==> src/rtl/tsensor_sched.sv <==
// Temperature-sensor conversion scheduler: merges one-shot and periodic requests into one
// pending flag, then sequences the sensor enable pulse, result wait/timeout and hand-off.
module tsensor_sched #(
  parameter int unsigned EN_WIDTH = 4,
  parameter int unsigned TIMEOUT  = 64
) (
  input  logic        clk,
  input  logic        rstn,
  input  logic        i_start,
  input  logic        i_periodic_en,
  input  logic [15:0] i_period,
  output logic        ts_en,
  input  logic        ts_valid,
  input  logic [15:0] ts_data,
  output logic        o_valid,
  output logic [15:0] o_data,
  output logic        o_busy,
  output logic        o_timeout
);

  localparam logic [1:0] StIdle  = 2'd0;
  localparam logic [1:0] StPulse = 2'd1;
  localparam logic [1:0] StWait  = 2'd2;
  localparam logic [1:0] StDone  = 2'd3;

  localparam logic [7:0]  EnLast   = 8'(EN_WIDTH - 1);
  localparam logic [15:0] WaitLast = 16'(TIMEOUT - 1);

  logic [1:0]  state_q, state_d;
  logic        pending_q, pending_d;
  logic [7:0]  en_cnt_q, en_cnt_d;
  logic [15:0] wait_cnt_q, wait_cnt_d;
  logic [15:0] per_cnt_q, per_cnt_d;
  logic [15:0] data_q, data_d;
  logic        per_run, per_expire, req;

  // Free-running period timer; a shrinking period simply lets it wrap through 16'hFFFF.
  always_comb begin
    per_run    = i_periodic_en && (i_period != 16'd0);
    per_expire = per_run && (per_cnt_q == i_period - 16'd1);
    if (!per_run || per_expire) begin
      per_cnt_d = 16'd0;
    end else begin
      per_cnt_d = per_cnt_q + 16'd1;
    end
  end

  assign req = i_start | per_expire;

  always_comb begin
    state_d    = state_q;
    pending_d  = pending_q | req;
    en_cnt_d   = 8'd0;
    wait_cnt_d = 16'd0;
    data_d     = data_q;
    unique case (state_q)
      StIdle: begin
        // A request seen in IDLE is consumed at once, giving one-cycle start latency.
        pending_d = 1'b0;
        if (pending_q || req) begin
          state_d = StPulse;
        end
      end
      StPulse: begin
        if (en_cnt_q == EnLast) begin
          state_d = StWait;
        end else begin
          en_cnt_d = en_cnt_q + 8'd1;
        end
      end
      StWait: begin
        if (ts_valid) begin
          data_d  = ts_data;
          state_d = StDone;
        end else if (wait_cnt_q == WaitLast) begin
          state_d = StIdle;
        end else begin
          wait_cnt_d = wait_cnt_q + 16'd1;
        end
      end
      StDone: begin
        state_d = StIdle;
      end
      default: begin
        state_d = StIdle;
      end
    endcase
  end

  always_ff @(posedge clk) begin
    if (!rstn) begin
      state_q    <= StIdle;
      pending_q  <= 1'b0;
      en_cnt_q   <= 8'd0;
      wait_cnt_q <= 16'd0;
      per_cnt_q  <= 16'd0;
      data_q     <= 16'd0;
    end else begin
      state_q    <= state_d;
      pending_q  <= pending_d;
      en_cnt_q   <= en_cnt_d;
      wait_cnt_q <= wait_cnt_d;
      per_cnt_q  <= per_cnt_d;
      data_q     <= data_d;
    end
  end

  // Pulses are masked while reset is asserted so an aborted conversion reports nothing.
  assign ts_en     = (state_q == StPulse);
  assign o_busy    = (state_q != StIdle);
  assign o_valid   = rstn && (state_q == StDone);
  assign o_timeout = rstn && (state_q == StWait) && !ts_valid && (wait_cnt_q == WaitLast);
  assign o_data    = data_q;

endmodule

==> config.mk <==
export PLATFORM = sky130hd
export DESIGN_NAME = tsensor_sched
export DESIGN_NICKNAME = d
export VERILOG_FILES = /design/src/rtl/tsensor_sched.sv
export SDC_FILE = /design/constraint.sdc
export NUM_CORES = 1
export LEC_CHECK = 0
export ABC_AREA = 1
export BUFFER_PORTS_ARGS = -buffer_cell sky130_fd_sc_hd__buf_4
export CORE_MARGIN = 1.5
export CORE_UTILIZATION = 50
export DETAILED_ROUTE_END_ITERATION = 8
export PLACE_DENSITY = 0.82
export SYNTH_ARGS = -nofsm -noshare
export SYNTH_HDL_FRONTEND = slang
export SYNTH_SLANG_ARGS = --single-unit
==> constraint.sdc <==
create_clock -name clk -period 1.7 [get_ports clk]
set_input_delay 0.17 -clock clk [delete_from_list [all_inputs] [get_ports clk]]
set_output_delay 0.17 -clock clk [all_outputs]
set_load 0.01 [all_outputs]
# Yosys cells after proc, flatten, opt, wreduce, memory -nomap -nowiden
# Index checks and enable logic that the tools add are counted.
dict set report classes {
  eq_ne 9
  n_bitwise 5
  addsub 4
  n_reduce_logical 19
  n_mux 5
}
# cell n
set op_table {}
lappend op_table {{adder 16 x 1 -> 16 bit (second input constant)} 2}
lappend op_table {{== test 16 bit} 1}
lappend op_table {{== test 16 x 6 -> 1 bit (second input constant)} 1}
lappend op_table {{nonzero test 16 bit} 1}
lappend op_table {{subtractor 16 x 1 -> 16 bit (second input constant)} 1}
lappend op_table {{adder 8 x 1 -> 8 bit (second input constant)} 1}
lappend op_table {{== test 8 x 2 -> 1 bit (second input constant)} 1}
lappend op_table {{2-to-1 mux 2 bit} 4}
lappend op_table {{one-hot mux 2 bit (4 select lines)} 1}
lappend op_table {{logical AND 1 bit} 6}
lappend op_table {{== test 2 bit (second input constant)} 2}
lappend op_table {{OR reduction 2 bit} 2}
lappend op_table {{OR reduction 4 bit} 1}
lappend op_table {{inequality test 3 bit (second input constant)} 1}
lappend op_table {{inverter 1 bit} 3}
lappend op_table {{AND reduction 3 bit} 1}
lappend op_table {{OR reduction 3 bit} 1}
lappend op_table {{== test 2 x 1 -> 1 bit (second input constant)} 1}
lappend op_table {{zero test 1 bit} 2}
lappend op_table {{zero test 2 bit} 1}
lappend op_table {{logical OR 1 bit} 2}
lappend op_table {{inequality test 2 x 1 -> 1 bit (second input constant)} 1}
lappend op_table {{inequality test 2 bit (second input constant)} 1}
lappend op_table {{OR 1 bit} 2}
lappend op_table {{other kinds (2)} 2}
dict set report word_totals {
  ff_bits 59
  in_bits 37
  out_inout_bits 20
}

# Logic depth before layout (Yosys ltp)
dict set report depth {
  word_depth 7
  depth_mapped 17
  mapped_depth_nobuf 17
}

# Least setup slack after synthesis
# No wires, ideal clock.
dict set report synth_path {
  path_kind {register to register}
  from {register wait_cnt_q[0]}
  to {register wait_cnt_q[14]}
  stages_incl_launch_ff 12
  arrival_time_ps 1608
  synth_period_minus_slack_ps 1725
  setup_slack_ps -25
  setup_ps 117
  required_ps 1583
  cell_sequence {dfxtp_1 > ha_1 > nand2_1 > inv_1 > nand2_1 > nor2_1 > nand3_1 > nor3_1 > nor3_1 > nand2_1 > buf_2 > nor2_1}
}
dict set report synth_between {
  elab_chain_cells 2
}
# item line
set synth_lines {}
lappend synth_lines {{from (decl)} 32} ;# logic [15:0] wait_cnt_q, wait_cnt_d;
lappend synth_lines {{from (signal assigned)} 102} ;# wait_cnt_q <= wait_cnt_d;
lappend synth_lines {{parallel branches: the longest is 2 deep, another holds adder 16 x 1 -> 16 bit} --}
# Several ways; the timed one is not identified.
# A chain may end at the register's enable or synchronous reset.

# Worst setup path after layout
dict set report layout_path {
  from {register wait_cnt_q[0]}
  to {output port o_timeout}
}
dict set report layout_between {
  elab_chain_cells 2
}
# item line
set layout_lines {}
lappend layout_lines {{== test 16 x 6 -> 1 bit} 112} ;# assign o_timeout = rstn && (state_q == StWait) && !ts_valid && (wait_cnt_q == WaitLast);
lappend layout_lines {{logical AND 1 bit} 112}
lappend layout_lines {{to (decl)} 18} ;# output logic o_timeout
# Every way passes these cells.

==> impl_metrics.sql <==
INSERT INTO impl_metrics (metric_group, metric, value, unit) VALUES
('detailed_routing', 'highest_layer_used_for_signal_routing', 'met4', ''),
('synthesis', 'asyncSetResetFlopFracSynth', '0', '%'),
('pwr', 'power.total', '3.37', 'mW'),
('synthesis', 'top_post_synthesis_cells_by_area', 'sky130_fd_sc_hd__dfxtp_1, sky130_fd_sc_hd__nand2_1, sky130_fd_sc_hd__nor2_1', ''),
('setup_path', 'timing.critical_path.to_type', 'output port', ''),
('pwr', 'static-leakage-power', '1.93', 'nW'),
('layout', 'layout.nets', '616', ''),
('setup_path', 'capture_point_of_the_worst_reg_to_reg_path', 'wait_cnt_q[12]', ''),
('detailed_routing', 'ant_nets', '0', ''),
('setup_path', 'critical-path-slowest-cell', 'sky130_fd_sc_hd__dfxtp_2', ''),
('layout', 'final_cells', '654', ''),
('synthesis', 'ys_ff_latch', '59', ''),
('setup_path', 'worst_reg_to_reg_setup_slack', '-0.24', 'ns'),
('detailed_routing', 'wl_met2', '4.48', 'mm'),
('timing', 'slew_viol_final', '0', ''),
('flow_run', 'max-cap-violations', '0', ''),
('timing', 'finalHoldViolations', '0', ''),
('outcome', 'status', 'finished, violations left', ''),
('timing', 'setup-tns-final', '-1.22', 'ns'),
('global_routing', 'grt_first_pass_wirelength', '12.6', 'mm'),
('cts', 'clock-root-buffer', 'sky130_fd_sc_hd__clkbuf_8', ''),
('hold_path', 'worst_min_delay_path_startpoint', 'ts_data[13]', ''),
('synthesis', 'synth_top_cell_by_area', 'sky130_fd_sc_hd__dfxtp_1', ''),
('synthesis', 'post_synthesis_instance_area', '3140', 'sq um'),
('placed_design', 'dp_slack', '-0.246', 'ns'),
('timing', 'max_clock_freq', '0.501', 'GHz'),
('layout', 'post_synthesis_to_final_layout_area_growth', '45.2', '%'),
('detailed_routing', 'drt-met1-wl', '3.39', 'mm'),
('setup_path', 'worst_setup_path_startpoint', 'wait_cnt_q[0]', ''),
('global_routing', 'grt_pass1_vias', '3050', ''),
('synthesis', 'synth_sequential_area_ratio', '37.6', '%'),
('timing', 'worst_pin_slew', '0.473', 'ns'),
('timing', 'fin_crit', '2.00', 'ns'),
('layout', 'fin_util', '76.2', '%'),
('layout', 'num_antenna_cells', '0', ''),
('detailed_routing', 'wl_per_cell', '12.8', 'microns'),
('detailed_routing', 'starting_drc_count_in_detailed_routing', '121', ''),
('setup_path', 'worst-endpoint-arrival', '1.83', 'ns'),
('synthesis', 'dominantRegCellSynth', 'sky130_fd_sc_hd__dfxtp_1', ''),
('timing', 'setup-violations-final', '21', ''),
('floorplan', 'design.portCount', '57', ''),
('layout', 'layout_cells_sized_above_1', '34.7', '%'),
('synthesis', 'synth.distinct_cells', '35', ''),
('synthesis', 'ys_warn_count', '0', ''),
('cts', 'cts_tree', 'yes', ''),
('pwr', 'power_per_cell_area', '738', 'nW/um^2'),
('detailed_routing', 'met3RoutedLength', '268', 'microns'),
('synthesis', 'synthCells', '463', ''),
('setup_path', 'rr_worst_depth', '14', ''),
('timing', 'finalHoldWorstSlack', '0.0832', 'ns'),
('placed_design', 'gp_congestion', '0.824', ''),
('cts', 'hold_buf_count_cts', '0', ''),
('layout', 'post_route_design_area', '4560', 'sq um'),
('timing', 'final.setup_skew', '0.00686', 'ns'),
('cts', 'clock_tree.buffer_depth', '2', ''),
('global_routing', 'gr-usage-all-layers', '24.0', '%'),
('floorplan', 'initial_core_util', '52.4', '%'),
('detailed_routing', 'drt_pre_antenna_iters', '4', ''),
('global_routing', 'grt.overflow.total', '0', ''),
('setup_path', 'worst_r2r_startpoint', 'wait_cnt_q[0]', ''),
('placed_design', 'dp_hpwl', '5.56', 'mm'),
('floorplan', 'die-area', '6770', 'sq um'),
('detailed_routing', 'totalWireLength', '8.35', 'mm'),
('outcome', 'violated_checks', 'setup timing', ''),
('timing', 'setup_ws', '-0.295', 'ns'),
('hold_path', 'whs_path_depth', '3', ''),
('cts', 'clock_tree_sinks', '59', ''),
('synthesis', 'synth.avg_cell_area', '6.79', 'sq um'),
('placed_design', 'io_buffers', '56', ''),
('hold_path', 'min_path_type', 'in2reg', ''),
('detailed_routing', 'detail_route.drc_violations', '0', '');
[how the worst max path moves through the flow]
stage                               end  slack [ns]  cells after the start
after floorplan           wait_cnt_q[9]       0.009                     11
after global placement    per_cnt_q[13]       -0.18                     14
after detailed placement  per_cnt_q[13]       -0.25                     16
after CTS                     o_timeout       -0.26                     10
after global routing          o_timeout       -0.41                     10
final                         o_timeout       -0.30                     10
[kinds of logic after synthesis]
| logic type | count (synthesis) | share of synthesized area, % |
|---|---|---|
| AO/OA/AOI/OAI | 42 | 7.25 |
| XOR/XNOR | 17 | 4.74 |
| adder cells (fa/ha/maj) | 4 | 1.59 |
| buffers and inverters | 58 | 7.21 |
| flip-flops | 59 | 37.6 |
| AND/OR/NAND/NOR | 283 | 41.6 |
[placed cells by master, fill, tap and decap left out, types with 2 or more instances in the layout]
cell and n:
sky130_fd_sc_hd__a21oi_1 29, sky130_fd_sc_hd__dfxtp_2 3, sky130_fd_sc_hd__nor3b_2 8, sky130_fd_sc_hd__clkbuf_8 10
sky130_fd_sc_hd__nand2_2 11, sky130_fd_sc_hd__nor3b_1 5, sky130_fd_sc_hd__xor2_1 8, sky130_fd_sc_hd__or2_2 4
sky130_fd_sc_hd__ha_1 3, sky130_fd_sc_hd__nand2_1 120, sky130_fd_sc_hd__bufinv_16 2, sky130_fd_sc_hd__nand3b_1 2
sky130_fd_sc_hd__xnor2_1 8, sky130_fd_sc_hd__inv_1 49, sky130_fd_sc_hd__buf_6 3, sky130_fd_sc_hd__buf_4 101
sky130_fd_sc_hd__nand3_4 3, sky130_fd_sc_hd__nor2_4 10, sky130_fd_sc_hd__nor4_1 2, sky130_fd_sc_hd__nand3_1 23
sky130_fd_sc_hd__nor3_1 4, sky130_fd_sc_hd__inv_2 2, sky130_fd_sc_hd__nand3_2 5, sky130_fd_sc_hd__nor2_1 57
sky130_fd_sc_hd__clkinv_2 2, sky130_fd_sc_hd__nor3_2 5, sky130_fd_sc_hd__nor3_4 5, sky130_fd_sc_hd__dfxtp_1 56
sky130_fd_sc_hd__nor2_2 11, sky130_fd_sc_hd__nand4_1 2, sky130_fd_sc_hd__nand2_4 2, sky130_fd_sc_hd__o21ai_0 5
sky130_fd_sc_hd__a21oi_2 4
[flip-flops by register name (all words and copies together), names as in the netlist]
signal	count
state_q	2
wait_cnt_q	16
en_cnt_q	8
per_cnt_q	16
o_data	16
pending_q	1
[cell type report]
| type | count | area, sq um |
|---|---|---|
| timing repair buffer | 106 | 837 |
| fill | 437 | 1430 |
| clock buffer | 10 | 138 |
| multi-input combinational | 347 | 2040 |
| tap | 75 | 93.8 |
| sequential | 59 | 1180 |
| inverter | 52 | 195 |
| clock inverter | 5 | 77.6 |
[critical path, delay by kind of cell, from the launching register on]
family,cells,cell delay (ns)
and+or+nand+nor,6,0.68
adders and majority gates,1,0.14
buffers and inverters,3,0.30
DFF,1,0.36
[repair_timing]
item,CTS,global route
cloned,1,1
pin swaps,11,11
endpoints found under the setup margin,36,36
resized for setup,28,43
setup buffers,2,9
[power by group]
group,switching [mW],total [mW],internal [mW]
Sequential,0.0287,1.45,1.42
Clock,0.553,1.40,0.851
Combinational,0.279,0.510,0.230
[layer usage]
metal  up-vias  track usage, %
li1       1697               -
met1      1544            27.4
met2        62            43.0
met3        21            3.41
met4         0            12.5
met5         -               0
Note: power is estimated with default switching activity, not from simulation.
